`src/rtl/rc_pkg.sv`:
```
// Shared types and default constants for the RC step monitor.
// Holds the FSM state encoding and the real-to-fixed-point helper.
package rc_pkg;

    typedef enum logic [1:0] {
        S_IDLE,
        S_RUN,
        S_DONE
    } state_t;

    localparam int FRAC_DEF = 12;
    localparam int FIX_ONE  = 1 << FRAC_DEF;

    // Round-to-nearest conversion of a real constant into Q.FRAC_DEF.
    function automatic int to_fix(input real r);
        return int'(r * real'(FIX_ONE));
    endfunction

    localparam int ALPHA_DEF   = to_fix(0.1);
    localparam int LIMIT_DEF   = to_fix(2.0);
    localparam int TOL_DEF     = to_fix(0.01);
    localparam int SETTLE_DEF  = 8;
    localparam int TIMEOUT_DEF = 1023;

endpackage

```
`src/rtl/rc_stage.sv`:
```
// One RC channel: first-order update with saturation, settle counter,
// sticky settled and violation flags.
// Ports: clk, rst (sync, active-high); clr clears flags/counter at run
// start; upd enables one update; target is the step value; v is the
// channel output; settled/violation are the sticky flags; settled_nxt is
// the value settled takes at the next edge.
module rc_stage #(
    parameter int W        = 18,
    parameter int FRAC     = 12,
    parameter int ALPHA    = 410,
    parameter int V_INIT   = 0,
    parameter int LIMIT    = 8192,
    parameter int TOL      = 41,
    parameter int SETTLE_N = 8
) (
    input  logic                clk,
    input  logic                rst,
    input  logic                clr,
    input  logic                upd,
    input  logic signed [W-1:0] target,
    output logic signed [W-1:0] v,
    output logic                settled,
    output logic                settled_nxt,
    output logic                violation
);

    localparam int PW = 2 * W;
    localparam int CW = $clog2(SETTLE_N + 1) + 1;

    localparam logic signed [PW-1:0] V_MAX = {{(W+1){1'b0}}, {(W-1){1'b1}}};
    localparam logic signed [PW-1:0] V_MIN = {{(W+1){1'b1}}, {(W-1){1'b0}}};
    localparam logic signed [PW-1:0] ALPHA_X = PW'(ALPHA);
    localparam logic signed [PW-1:0] LIMIT_X = PW'(LIMIT);
    localparam logic signed [PW-1:0] TOL_X   = PW'(TOL);
    localparam logic [CW-1:0]        SET_C   = CW'(SETTLE_N);

    logic signed [W-1:0]  v_q, v_d;
    logic [CW-1:0]        cnt_q, cnt_d;
    logic                 set_q, set_d;
    logic                 vio_q, vio_d;

    logic signed [PW-1:0] t_x, v_x, diff, prod, delta, sum, nxt_x, err;
    logic signed [W-1:0]  v_nxt;
    logic                 in_tol;

    always_comb begin
        t_x   = {{W{target[W-1]}}, target};
        v_x   = {{W{v_q[W-1]}}, v_q};
        diff  = t_x - v_x;
        prod  = diff * ALPHA_X;
        // Arithmetic shift floors toward minus infinity.
        delta = prod >>> FRAC;
        sum   = v_x + delta;
        if (sum > V_MAX) begin
            v_nxt = V_MAX[W-1:0];
        end else if (sum < V_MIN) begin
            v_nxt = V_MIN[W-1:0];
        end else begin
            v_nxt = sum[W-1:0];
        end
        nxt_x  = {{W{v_nxt[W-1]}}, v_nxt};
        err    = t_x - nxt_x;
        in_tol = (err <= TOL_X) && (err >= -TOL_X);
    end

    always_comb begin
        v_d   = v_q;
        cnt_d = cnt_q;
        set_d = set_q;
        vio_d = vio_q;
        if (clr) begin
            cnt_d = '0;
            set_d = 1'b0;
            vio_d = 1'b0;
        end else if (upd) begin
            v_d = v_nxt;
            if (!in_tol) begin
                cnt_d = '0;
            end else if (cnt_q < SET_C) begin
                cnt_d = cnt_q + 1'b1;
            end
            set_d = set_q | (cnt_d >= SET_C);
            vio_d = vio_q | (nxt_x >= LIMIT_X);
        end
    end

    always_ff @(posedge clk) begin
        if (rst) begin
            v_q   <= W'(V_INIT);
            cnt_q <= '0;
            set_q <= 1'b0;
            vio_q <= 1'b0;
        end else begin
            v_q   <= v_d;
            cnt_q <= cnt_d;
            set_q <= set_d;
            vio_q <= vio_d;
        end
    end

    assign v           = v_q;
    assign settled     = set_q;
    assign settled_nxt = set_d;
    assign violation   = vio_q;

endmodule

```
`src/rtl/rc_step_monitor.sv`:
```
// Multi-channel RC step-response monitor: captures a step, runs the
// channels until all enabled ones settle or a cycle budget expires.
// Ports: clk, rst (sync, active-high), start, v_step, ch_en in;
// busy, done, settled, violation, timeout, v_out (channel i at [i*W +: W]).
module rc_step_monitor
    import rc_pkg::*;
#(
    parameter int N_CH     = 2,
    parameter int W        = 18,
    parameter int FRAC     = FRAC_DEF,
    parameter int ALPHA    = ALPHA_DEF,
    parameter int V_INIT   = 0,
    parameter int LIMIT    = LIMIT_DEF,
    parameter int TOL      = TOL_DEF,
    parameter int SETTLE_N = SETTLE_DEF,
    parameter int TIMEOUT  = TIMEOUT_DEF
) (
    input  logic                  clk,
    input  logic                  rst,
    input  logic                  start,
    input  logic signed [W-1:0]   v_step,
    input  logic [N_CH-1:0]       ch_en,
    output logic                  busy,
    output logic                  done,
    output logic [N_CH-1:0]       settled,
    output logic [N_CH-1:0]       violation,
    output logic                  timeout,
    output logic [N_CH*W-1:0]     v_out
);

    localparam int YW = $clog2(TIMEOUT + 1) + 1;

    state_t              state_q, state_d;
    logic signed [W-1:0] tgt_q, tgt_d;
    logic [N_CH-1:0]     en_q, en_d;
    logic [YW-1:0]       cyc_q, cyc_d;
    logic                tout_q, tout_d;

    logic                clr;
    logic [N_CH-1:0]     upd;
    logic [N_CH-1:0]     set_nxt;

    always_comb begin
        state_d = state_q;
        tgt_d   = tgt_q;
        en_d    = en_q;
        cyc_d   = cyc_q;
        tout_d  = tout_q;
        clr     = 1'b0;
        upd     = '0;
        unique case (state_q)
            S_IDLE: begin
                if (start) begin
                    clr     = 1'b1;
                    tgt_d   = v_step;
                    en_d    = ch_en;
                    cyc_d   = '0;
                    tout_d  = 1'b0;
                    state_d = S_RUN;
                end
            end
            S_RUN: begin
                upd   = en_q;
                cyc_d = cyc_q + 1'b1;
                // Settling is judged on this cycle's update, so it wins
                // over a budget that expires on the same cycle.
                if (&(set_nxt | ~en_q)) begin
                    state_d = S_DONE;
                end else if (cyc_d >= YW'(TIMEOUT)) begin
                    tout_d  = 1'b1;
                    state_d = S_DONE;
                end
            end
            S_DONE: begin
                state_d = S_IDLE;
            end
            default: begin
                state_d = S_IDLE;
            end
        endcase
    end

    always_ff @(posedge clk) begin
        if (rst) begin
            state_q <= S_IDLE;
            tgt_q   <= '0;
            en_q    <= '0;
            cyc_q   <= '0;
            tout_q  <= 1'b0;
        end else begin
            state_q <= state_d;
            tgt_q   <= tgt_d;
            en_q    <= en_d;
            cyc_q   <= cyc_d;
            tout_q  <= tout_d;
        end
    end

    for (genvar i = 0; i < N_CH; i++) begin : g_ch
        rc_stage #(
            .W        (W),
            .FRAC     (FRAC),
            .ALPHA    (ALPHA),
            .V_INIT   (V_INIT),
            .LIMIT    (LIMIT),
            .TOL      (TOL),
            .SETTLE_N (SETTLE_N)
        ) u_stage (
            .clk         (clk),
            .rst         (rst),
            .clr         (clr),
            .upd         (upd[i]),
            .target      (tgt_q),
            .v           (v_out[i*W +: W]),
            .settled     (settled[i]),
            .settled_nxt (set_nxt[i]),
            .violation   (violation[i])
        );
    end

    assign busy    = (state_q == S_RUN);
    assign done    = (state_q == S_DONE);
    assign timeout = tout_q;

endmodule

```
`config.mk`:
```
export PLATFORM = sky130hd
export DESIGN_NAME = rc_step_monitor
export DESIGN_NICKNAME = d
export VERILOG_FILES = /design/src/rtl/rc_pkg.sv /design/src/rtl/rc_stage.sv /design/src/rtl/rc_step_monitor.sv
export SDC_FILE = /design/constraint.sdc
export NUM_CORES = 1
export LEC_CHECK = 0
export CORE_MARGIN = 5
export CORE_UTILIZATION = 60
export CTS_CLUSTER_DIAMETER = 40
export DETAILED_ROUTE_END_ITERATION = 10
export GPL_ROUTABILITY_DRIVEN = 1
export PLACE_DENSITY = 0.81
export SYNTH_ARGS = -nofsm -noshare
export SYNTH_HDL_FRONTEND = slang
export SYNTH_SLANG_ARGS = --single-unit
```
`constraint.sdc`:
```
create_clock -name clk -period 15.89 [get_ports clk]
set_clock_uncertainty 0.05 [all_clocks]
set_input_delay 1.589 -clock clk [delete_from_list [all_inputs] [get_ports clk]]
set_output_delay 1.589 -clock clk [all_outputs]
set_load 0.02 [all_outputs]
```
# Word level (Yosys, flattened, before mapping)
# Cells that the tools add are included.
[totals] reg_bits=84 out_inout_bits=43 elab_cells=93
[classes] add_sub_neg=9 multipliers=2 magnitude_cmp=15 n_eq_ne=6 mux=29 bitwise=7 reduce_logical=12
[op_table] op="subtractor 18 x 18 -> 19 bit" n=4
[op_table] op="greater-or-equal comparator 36 x 7 -> 1 bit (second input constant)" n=2
[op_table] op="greater-than comparator 36 x 18 -> 1 bit (second input constant)" n=2
[op_table] op="less-or-equal comparator 36 x 7 -> 1 bit (second input constant)" n=2
[op_table] op="< comparator 36 x 18 -> 1 bit (second input constant)" n=2
[op_table] op="2-to-1 mux 18 bit" n=4
[op_table] op="multiplier 19 x 9 -> 28 bit (second input constant)" n=2
[op_table] op="adder 18 x 24 -> 25 bit" n=2
[op_table] op="2-to-1 mux 5 bit" n=8
[op_table] op="greater-or-equal comparator 18 x 15 -> 1 bit (second input constant)" n=2
[op_table] op="case mux 11 bit (2 select lines)" n=1
[op_table] op="AND reduction 2 bit" n=6
[op_table] op="adder 11 x 1 -> 11 bit (second input constant)" n=1
[op_table] op="greater-or-equal comparator 11 x 10 -> 1 bit (second input constant)" n=1
[op_table] op="2-to-1 mux 11 bit" n=1
[op_table] op="adder 5 x 1 -> 5 bit (second input constant)" n=2
[op_table] op="greater-or-equal comparator 5 x 4 -> 1 bit (second input constant)" n=2
[op_table] op="< comparator 5 x 4 -> 1 bit (second input constant)" n=2
[op_table] op="2-to-1 mux 1 bit" n=9
[op_table] op="2-to-1 mux 2 bit" n=4
[op_table] op="!= test 2 bit (second input constant)" n=2
[op_table] op="OR 1 bit" n=4
[op_table] op="case mux 2 bit (2 select lines)" n=1
[op_table] op="AND reduction 4 bit" n=1
[op_table] op="other kinds (12)" n=13

# Depth between registers and ports, before layout
# Gate-level depths: netlist of run 1.
[depth] word_depth=20 ltp_mapped=56

# By module
# A second synthesis of run 1 with hierarchy kept.
[unflattened] cells_unflattened=2013 area_unflattened_um2=16026.6
[by_module_without_submodules] module="rc_stage at g_ch[0].u_stage" n_inst=1 cells_per_inst=927 area_per_inst_um2=7248.2 seq_area_each_um2=500.5
[by_module_without_submodules] module="rc_stage at g_ch[1].u_stage" n_inst=1 cells_per_inst=883 area_per_inst_um2=7151.9 seq_area_each_um2=500.5
[by_module_without_submodules] module="rc_step_monitor" n_inst=1 cells_per_inst=203 area_per_inst_um2=1626.6 seq_area_each_um2=680.7

# Worst setup path before layout of run 1
# OpenSTA, ideal clock, no wires.
[synth_timing] path_kind="reg-to-reg" from="register g_ch[1].u_stage.v_q[0]" to="register state_q[1]" arrival_time_ps=10677 setup_slack_ps=5047 path_stages_with_launch=53 path_buffers=0 synth_period_minus_slack_ps=10843 cell_sequence="dfxtp_1 -> ha_1 -> inv_1 -> fa_1 -> a21o_1 -> a21o_1 -> a21oi_1 -> o21ai_0 -> a21oi_1 -> a31o_2 -> o21ai_0 -> a21oi_1 -> xor2_1 -> inv_1 -> ha_1 -> ha_1 -> fa_1 -> inv_1 -> [... 17 more ...] -> o21ai_1 -> a2111o_1 -> o21ai_2 -> nand2_2 -> a21o_1 -> ha_1 -> fa_1 -> nand2b_1 -> a211o_1 -> a21oi_4 -> a21o_1 -> a21oi_1 -> xor2_1 -> and4b_1 -> and4b_4 -> o31a_1 -> or3b_1 -> o211a_1"
[synth_via] elab_chain_cells=20
[synth_rtl] element="start: declaration" line_no="rc_stage.sv:37" text="logic signed [W-1:0] v_q, v_d;"
[synth_rtl] element="start signal: assignment" line_no="rc_stage.sv:89" text="v_q <= W'(V_INIT);"
[synth_rtl] element="start signal: assignment" line_no="rc_stage.sv:94" text="v_q <= v_d;"
[synth_rtl] element="subtractor 18 x 18 -> 19 bit" line_no="rc_stage.sv:49" text="diff = t_x - v_x;"
[synth_rtl] element="multiplier 19 x 9 -> 28 bit" line_no="rc_stage.sv:50" text="prod = diff * ALPHA_X;"
[synth_rtl] element="adder 18 x 24 -> 25 bit (*)" line_no="rc_stage.sv:53" text="sum = v_x + delta;"
[synth_rtl] element="< comparator 36 x 18 -> 1 bit" line_no="rc_stage.sv:56" text="end else if (sum < V_MIN) begin"
[synth_rtl] element="2-to-1 mux 18 bit" line_no="rc_stage.sv:56"
[synth_rtl] element="2-to-1 mux 18 bit (*)" line_no="rc_stage.sv:54" text="if (sum > V_MAX) begin"
[synth_rtl] element="via g_ch[1].u_stage.v_nxt[0]" line_no="rc_stage.sv:43" text="logic signed [W-1:0] v_nxt;"
[synth_rtl] element="subtractor 18 x 18 -> 19 bit (*)" line_no="rc_stage.sv:62" text="err = t_x - nxt_x;"
[synth_rtl] element="[... 5 more ...]"
[synth_rtl] element="greater-or-equal comparator 5 x 4 -> 1 bit (*)" line_no="rc_stage.sv:82" text="set_d = set_q | (cnt_d >= SET_C);"
[synth_rtl] element="OR 1 bit (*)" line_no="rc_stage.sv:82"
[synth_rtl] element="2-to-1 mux 1 bit (*)" line_no="rc_stage.sv:75" text="end else if (upd) begin"
[synth_rtl] element="2-to-1 mux 1 bit (*)" line_no="rc_stage.sv:71" text="if (clr) begin"
[synth_rtl] element="OR 2 bit (*)" line_no="rc_step_monitor.sv:67" text="if (&(set_nxt | ~en_q)) begin"
[synth_rtl] element="AND reduction 2 bit (*)" line_no="rc_step_monitor.sv:67"
[synth_rtl] element="2-to-1 mux 2 bit / != test 3 x 1 -> 1 bit (equally long branches)"
[synth_rtl] element="case mux 2 bit (2 select lines) / AND reduction 2 bit (equally long branches)"
[synth_rtl] element="end signal: assignment" line_no="rc_step_monitor.sv:91" text="state_q <= state_d;"
[synth_rtl] element="end: declaration" line_no="rc_step_monitor.sv:33" text="state_t state_q, state_d;"
# The timed path passes the listed nets; every way through them passes the cells marked *. The select of a mux whose other input is x is not followed.
# A chain may end at the register's enable or synchronous reset.

# Worst setup path after layout of run 1
[layout_timing] from="register tgt_q[0]" to="register state_q[1]"
[layout_via] elab_chain_cells=20
[layout_rtl] element="start: declaration" line_no="rc_step_monitor.sv:34" text="logic signed [W-1:0] tgt_q, tgt_d;"
[layout_rtl] element="start signal: assignment" line_no="rc_step_monitor.sv:92" text="tgt_q <= tgt_d;"
[layout_rtl] element="subtractor 18 x 18 -> 19 bit (*)" line_no="rc_stage.sv:49"
[layout_rtl] element="multiplier 19 x 9 -> 28 bit (*)" line_no="rc_stage.sv:50"
[layout_rtl] element="adder 18 x 24 -> 25 bit (*)" line_no="rc_stage.sv:53"
[layout_rtl] element="< comparator 36 x 18 -> 1 bit" line_no="rc_stage.sv:56"
[layout_rtl] element="2-to-1 mux 18 bit" line_no="rc_stage.sv:56"
[layout_rtl] element="2-to-1 mux 18 bit (*)" line_no="rc_stage.sv:54"
[layout_rtl] element="via g_ch[1].u_stage.v_nxt[0]" line_no="rc_stage.sv:43"
[layout_rtl] element="subtractor 18 x 18 -> 19 bit (*)" line_no="rc_stage.sv:62"
[layout_rtl] element="[... 5 more ...]"
[layout_rtl] element="greater-or-equal comparator 5 x 4 -> 1 bit (*)" line_no="rc_stage.sv:82"
[layout_rtl] element="OR 1 bit (*)" line_no="rc_stage.sv:82"
[layout_rtl] element="2-to-1 mux 1 bit (*)" line_no="rc_stage.sv:75"
[layout_rtl] element="2-to-1 mux 1 bit (*)" line_no="rc_stage.sv:71"
[layout_rtl] element="OR 2 bit (*)" line_no="rc_step_monitor.sv:67"
[layout_rtl] element="AND reduction 2 bit (*)" line_no="rc_step_monitor.sv:67"
[layout_rtl] element="2-to-1 mux 2 bit / != test 3 x 1 -> 1 bit (equally long branches)"
[layout_rtl] element="case mux 2 bit (2 select lines) / AND reduction 2 bit (equally long branches)"
# Marks and branches as above.

==> results of run 1 <==
==> through the flow <==
stage | setup slack, ns | cells | instance area, um^2
after global placement | 3.73 | 2283 | 16300
final | 3.42 | 2299 | 16600
after global routing | 2.53 | 2299 | 16600
after CTS | 3.53 | 2299 | 16600
after floorplan | 5.05 | 1930 | 15400
after detailed placement | 3.65 | 2283 | 16300
==> sequential cells by signal, summed over array words and instances (netlist names) <==
name,count
cyc_q,11
en_q,2
g_ch.u_stage.cnt_q,10
g_ch.u_stage.settled,2
g_ch.u_stage.v,36
g_ch.u_stage.violation,2
state_q,2
tgt_q,18
timeout,1
==> worst max-delay path by stage <==
stage,slack (ns),cells after the start,startpoint,to
2_1_floorplan,5.05,52,g_ch[1].u_stage.v[0],state_q[1]
3_3_place_gp,3.73,53,tgt_q[0],state_q[1]
3_5_place_dp,3.65,53,tgt_q[0],state_q[1]
4_1_cts,3.53,53,tgt_q[0],state_q[1]
5_1_grt,2.53,52,tgt_q[0],g_ch[1].u_stage.cnt_q[0]
6_report,3.42,52,tgt_q[0],state_q[1]
==> cell usage after synthesis (all sizes together), types with 4 or more instances <==
| master | instances | area [um^2] |
|---|---|---|
| a211o | 9 | 78.8 |
| a211oi | 40 | 325 |
| a21boi | 5 | 37.5 |
| a21o | 41 | 308 |
| a21oi | 158 | 817 |
| a221oi | 4 | 52.6 |
| a311oi | 8 | 70.1 |
| a31o | 5 | 43.8 |
| a31oi | 19 | 140 |
| a41oi | 4 | 42.6 |
| and2 | 22 | 140 |
| and3 | 21 | 133 |
| and4 | 4 | 35.0 |
| buf | 19 | 129 |
| clkbuf | 27 | 101 |
| dfxtp | 84 | 1680 |
| fa | 86 | 1720 |
| ha | 289 | 3620 |
| inv | 281 | 1050 |
| mux2i | 9 | 90.1 |
| nand2 | 135 | 509 |
| nand2b | 24 | 150 |
| nand3 | 32 | 160 |
| nand3b | 6 | 45.0 |
| nand4 | 10 | 77.6 |
| nor2 | 167 | 634 |
| nor2b | 15 | 93.8 |
| nor3 | 42 | 220 |
| nor3b | 4 | 41.3 |
| nor4 | 7 | 43.8 |
| o211a | 4 | 40.0 |
| o211ai | 5 | 37.5 |
| o21a | 23 | 173 |
| o21ai | 74 | 382 |
| o21bai | 12 | 90.1 |
| o31a | 4 | 35.0 |
| o31ai | 9 | 96.4 |
| or2 | 9 | 56.3 |
| or3 | 7 | 43.8 |
| or4 | 6 | 45.0 |
| xnor2 | 93 | 830 |
| xor2 | 64 | 561 |
==> critical path, delay by kind of cell (launching register included) <==
kind | cells | cell delay [ns]
buf+inv | 5 | 0.50
xor+xnor | 2 | 0.57
fa+ha+maj | 10 | 3.51
flops | 1 | 0.31
simple gates | 12 | 2.00
compound gates | 23 | 5.42
==> logic make-up after synthesis <==
logic type	share of synthesized area, %
buffers and inverters	8.33
adder cells (fa/ha/maj)	34.7
flip-flops	10.9
AO/OA/AOI/OAI	19.8
AND/OR/NAND/NOR	16.5
XOR/XNOR	9.01
multiplexers	0.730
==> per-layer routing <==
metal / vias up / global-route usage (%)
li1: 6711 / -
met1: 6366 / 35.9
met2: 342 / 43.9
met3: 50 / 2.14
met4: 0 / 4.93
met5: - / 0
==> layout make-up <==
cell class,instances,area [um^2]
Multi-Input combinational cell,1519,12500
Sequential cell,84,1680
Fill cell,2170,8670
Tap cell,330,413
Clock buffer,9,225
Inverter,281,1050
Clock inverter,7,66.3
Timing Repair Buffer,69,676
==> placed cells by master (no fill, tap or decap), types with 5 or more instances in the layout <==
cell type	count
dfxtp_1	84
nand2_1	134
ha_1	289
nand4_1	9
a31oi_1	17
or2_2	7
fa_1	86
a21oi_1	153
a311oi_1	8
a211oi_2	5
nand2b_1	24
o21a_1	23
nor3_1	40
o21ai_1	13
a31o_2	5
clkdlybuf4s50_1	64
nor2_1	166
a211o_1	9
xor2_1	64
nand3b_1	6
and2_1	21
o31ai_1	5
o21ai_0	58
nor2b_1	15
a211oi_1	35
mux2i_1	9
o211ai_1	5
and3_1	20
nor4_1	7
nand3_1	32
or4_1	6
inv_1	280
xnor2_1	91
o21bai_1	12
clkbuf_16	9
or3_1	7
a21o_1	41
==> out/qor.yml, run 1 <==
critPathLaunchType: "register"
grt_pass1_vias: 12900
rows: 58
rr_worst_depth: 52
cts.sinks: 84
r2r_end: "state_q[1]"
cts-resized-gates: 0
synth_cell_types: 96
grt_max_degree: 74
fin_tns_setup_ns: 0
max_freq_mhz: 80.2
route.met3.wl_um: 1750
clk_path_buf_depth: 2
hold_end: "g_ch[1].u_stage.cnt_q[4]"
rsz0062_at_grt: "false"
fin_hold_ws_ns: 0.426
coreArea_um2: 25300
root_buffer: "clkbuf_16"
period_needed_ns: 12.47
cts_setup_buffers: 0
cts_tree: "done"
drv_cap: 0
cp_slowest_cell: "fa_1"
worstMarginPinSlew_ns: 1.25
critPathKind: "reg2reg"
hold_path.class: "reg2reg"
utilization_pct: 65.7
cp_max_fo: 17
seq_area_frac_synth_pct: 10.9
boundaryPins: 66
topRoutingLayerUsed: "met4"
antenna_found_initial: 0
wl_met1_um: 17400
regToRegSetupSlack_ns: 3.42
async_flop_share_pct: 0
ys_ff_latch: 84
drive_gt1_share_pct: 3.76
grt_usage_pct: 25.7
finalNetCount: 2362
die_w_um: 170
synth_area_um2: 15400
start_util_pct: 61.1
maxSlewHeadroom_pct: 16.5
grt_pass1_wl_um: 62500
cts_buffers: 9
clk_latency_ns: 0.34
synth_ff_type: "dfxtp_1"
crit_arrival_ns: 12.66
die_y_um: 170
rr_startpoint: "tgt_q[0]"
cp.required_ns: 16.08
period_share_pct: 78.5
avgSynthCellArea_um2: 8.00
drv_slew: 0
drtIter0Drc: 828
setup_viol: 0
grt-ovfl-total: 0
finalHoldViolCount: 0
fp.dieArea_um2: 29000
crit_path_max_incr_delay_ns: 0.52
place.gp.congestion: 0.913
cts.hold.buffers_added: 0
status: "finished, final reports clean"
routed-wl-met2_um: 17400
synth_fp_nets: 2328
via_per_inst: 5.86
clkSlewWorstSetupHoldPaths_ns: 0.07
vias: 13500
firstDrtPassIters: 5
port_buffers: 65
area_growth_pct: 7.45
antenna_left: 0
antenna_cells: 0
routed_wl_um: 37200
hpwlAfterDp_um: 30700
yosys_warnings: 0
cp_common_cell: "ha_1"
drcViolationCount: 0
htreeDepth: 3
syn_inst: 1930
min_from: "g_ch[1].u_stage.cnt_q[4]"
critPathCaptureType: "register"
routedWlPerCell_um: 16.2
hold_path_depth: 2
synth_edf_count: 0
Power of run 1 is not shown: default switching activity piles up to over one toggle a cycle in this logic, so the estimate is an artifact.
==> run 2: changes to the inputs <==
--- a/config.mk
+++ b/config.mk
@@ -6,11 +6,11 @@
 export NUM_CORES = 1
 export LEC_CHECK = 0
 export CORE_MARGIN = 5
-export CORE_UTILIZATION = 60
+export CORE_UTILIZATION = 58
 export CTS_CLUSTER_DIAMETER = 40
 export DETAILED_ROUTE_END_ITERATION = 10
 export GPL_ROUTABILITY_DRIVEN = 1
-export PLACE_DENSITY = 0.81
+export PLACE_DENSITY = 0.82
 export SYNTH_ARGS = -nofsm -noshare
 export SYNTH_HDL_FRONTEND = slang
 export SYNTH_SLANG_ARGS = --single-unit
==> constraint.sdc (replaced) <==
create_clock -name clk -period 10.1 [get_ports clk]
set_clock_uncertainty 0.05 [all_clocks]
set_input_delay 1.01 -clock clk [delete_from_list [all_inputs] [get_ports clk]]
set_output_delay 1.01 -clock clk [all_outputs]
set_load 0.02 [all_outputs]
==> run 2 against run 1 <==
  * The run now ends with setup timing left
  * Non-clock buffer count increased by 437
  * Global-route usage increased by 6.8 points
  * Hold slack improved by 0.0030 ns
  * Clock-buffer cell count unchanged
  * Worst setup slack got worse by 4.4 ns
  * Core utilization increased by 17 points
  * Flip-flop and latch count unchanged
  * Die area increased by 3.2%
  * Design area increased by 30%
  * Fmax increased by 12%
  * Critical endpoint unchanged
  * Cell count increased by 19%
  * Wire length increased by 57%
==> out/qor.yml, run 2 (same netlist as run 1, synthesis figures left out) <==
status: "finished with violations"
violations: "setup timing"
final_common_cell: "buf_4"
critPathCaptureType: "register"
route.met3.wl_um: 5470
antenna_left: 0
fin_ws_ns: -1.02
critPathKind: "reg2reg"
cts_tree: "done"
coreArea_um2: 26100
cp_slowest_cell: "fa_1"
grt-ovfl-total: 0
firstDrtPassIters: 8
worstMarginPinSlew_ns: 1.30
grt_max_degree: 74
drcViolationCount: 0
clk_path_buf_depth: 2
setup_viol: 15
antenna_found_initial: 0
largest_register_ffs: 36
place_ws_ns: -0.817
rsz0062_at_grt: "true"
clk_latency_ns: 0.36
routedWlPerCell_um: 21.3
min_from: "g_ch[1].u_stage.violation"
period_needed_ns: 11.12
crit_arrival_ns: 11.32
port_buffers: 65
cts.hold.buffers_added: 0
wl_met1_um: 21500
cp_max_fo: 6
via_per_inst: 6.29
clkSlewWorstSetupHoldPaths_ns: 0.07
cts.sinks: 84
grt_usage_pct: 32.6
maxSlewHeadroom_pct: 13.1
cts_buffers: 9
start_util_pct: 59.1
period_share_pct: 110
antenna_cells: 0
max_freq_mhz: 90.0
die_w_um: 173
crit_path_max_incr_delay_ns: 0.54
hold_path.class: "reg2reg"
vias: 17200
finalHoldViolCount: 0
drive_gt1_share_pct: 30.4
final_cell_mix: "423 x buf_4, 264 x inv_1, 247 x ha_1"
fp.dieArea_um2: 30000
drtIter0Drc: 1884
topRoutingLayerUsed: "met4"
grt_pass1_vias: 17100
hpwlAfterDp_um: 37500
finalNetCount: 2799
routed_wl_um: 58400
grt_pass1_wl_um: 82100
area_growth_pct: 39.2
fin_hold_ws_ns: 0.429
boundaryPins: 66
rows: 59
critical_path.startpoint: "tgt_q[10]"
critPathLaunchType: "register"
drv_cap: 0
htreeDepth: 3
rr_startpoint: "tgt_q[10]"
fin_tns_setup_ns: -14.03
cp.required_ns: 10.30
drv_slew: 0
die_y_um: 173
routed-wl-met2_um: 26800
root_buffer: "clkbuf_16"
place.gp.congestion: 0.927
-- run 2: metrics by stage --
stage | instance area [um^2] | utilization, % | std cells
after floorplan | 15800 | - | 1930
after global placement | 19400 | 74.0 | 2647
after detailed placement | 19400 | 74.0 | 2647
after CTS | 20600 | 78.9 | 2710
after global routing | 21500 | 82.2 | 2741
final | 21500 | 82.2 | 2741
-- run 2: path summary, 6_finish.rpt --
path | endpoint | slack, ns | cells after the start
max | state_q[1] | -1.02 | 47
min | g_ch[1].u_stage.violation | 0.43 | 1
max reg2reg | state_q[1] | -1.02 | 47
min reg2reg | g_ch[1].u_stage.violation | 0.43 | 1
-- run 2: layer usage --
| metal | vias to the layer above | global-route usage, % |
|---|---|---|
| li1 | 7582 | - |
| met2 | 1098 | 56.0 |
| met5 | - | 0 |
| met3 | 401 | 5.63 |
| met4 | 0 | 16.3 |
| met1 | 8148 | 39.3 |
-- run 2: final cells by class --
| cell class | instances | area, um^2 |
|---|---|---|
| Inverter | 281 | 1070 |
| Clock inverter | 7 | 72.6 |
| Clock buffer | 9 | 225 |
| Fill cell | 1378 | 4650 |
| Timing Repair Buffer | 506 | 4030 |
| Tap cell | 335 | 419 |
| Sequential cell | 84 | 1710 |
| Multi-Input combinational cell | 1519 | 14000 |
-- run 2: worst max-delay path: cells and delay by family (launching register included) --
family / cells / cell delay [ns]
AO/OA/AOI/OAI: 18 / 4.25
adder cells (fa/ha/maj): 8 / 2.74
AND/OR/NAND/NOR: 11 / 1.88
buffers and inverters: 6 / 0.84
XOR/XNOR: 3 / 0.51
flip-flops: 1 / 0.50
multiplexers: 1 / 0.24
-- run 2: repair_timing --
| action | in CTS | in global routing |
|---|---|---|
| buffers inserted | 47 | 31 |
| hold endpoints to repair | 0 | 0 |
| setup endpoints to repair | 15 | 15 |
| pin swaps | 108 | 130 |
| gates resized for setup | 114 | 109 |
Power of run 2 is left out for the same reason.
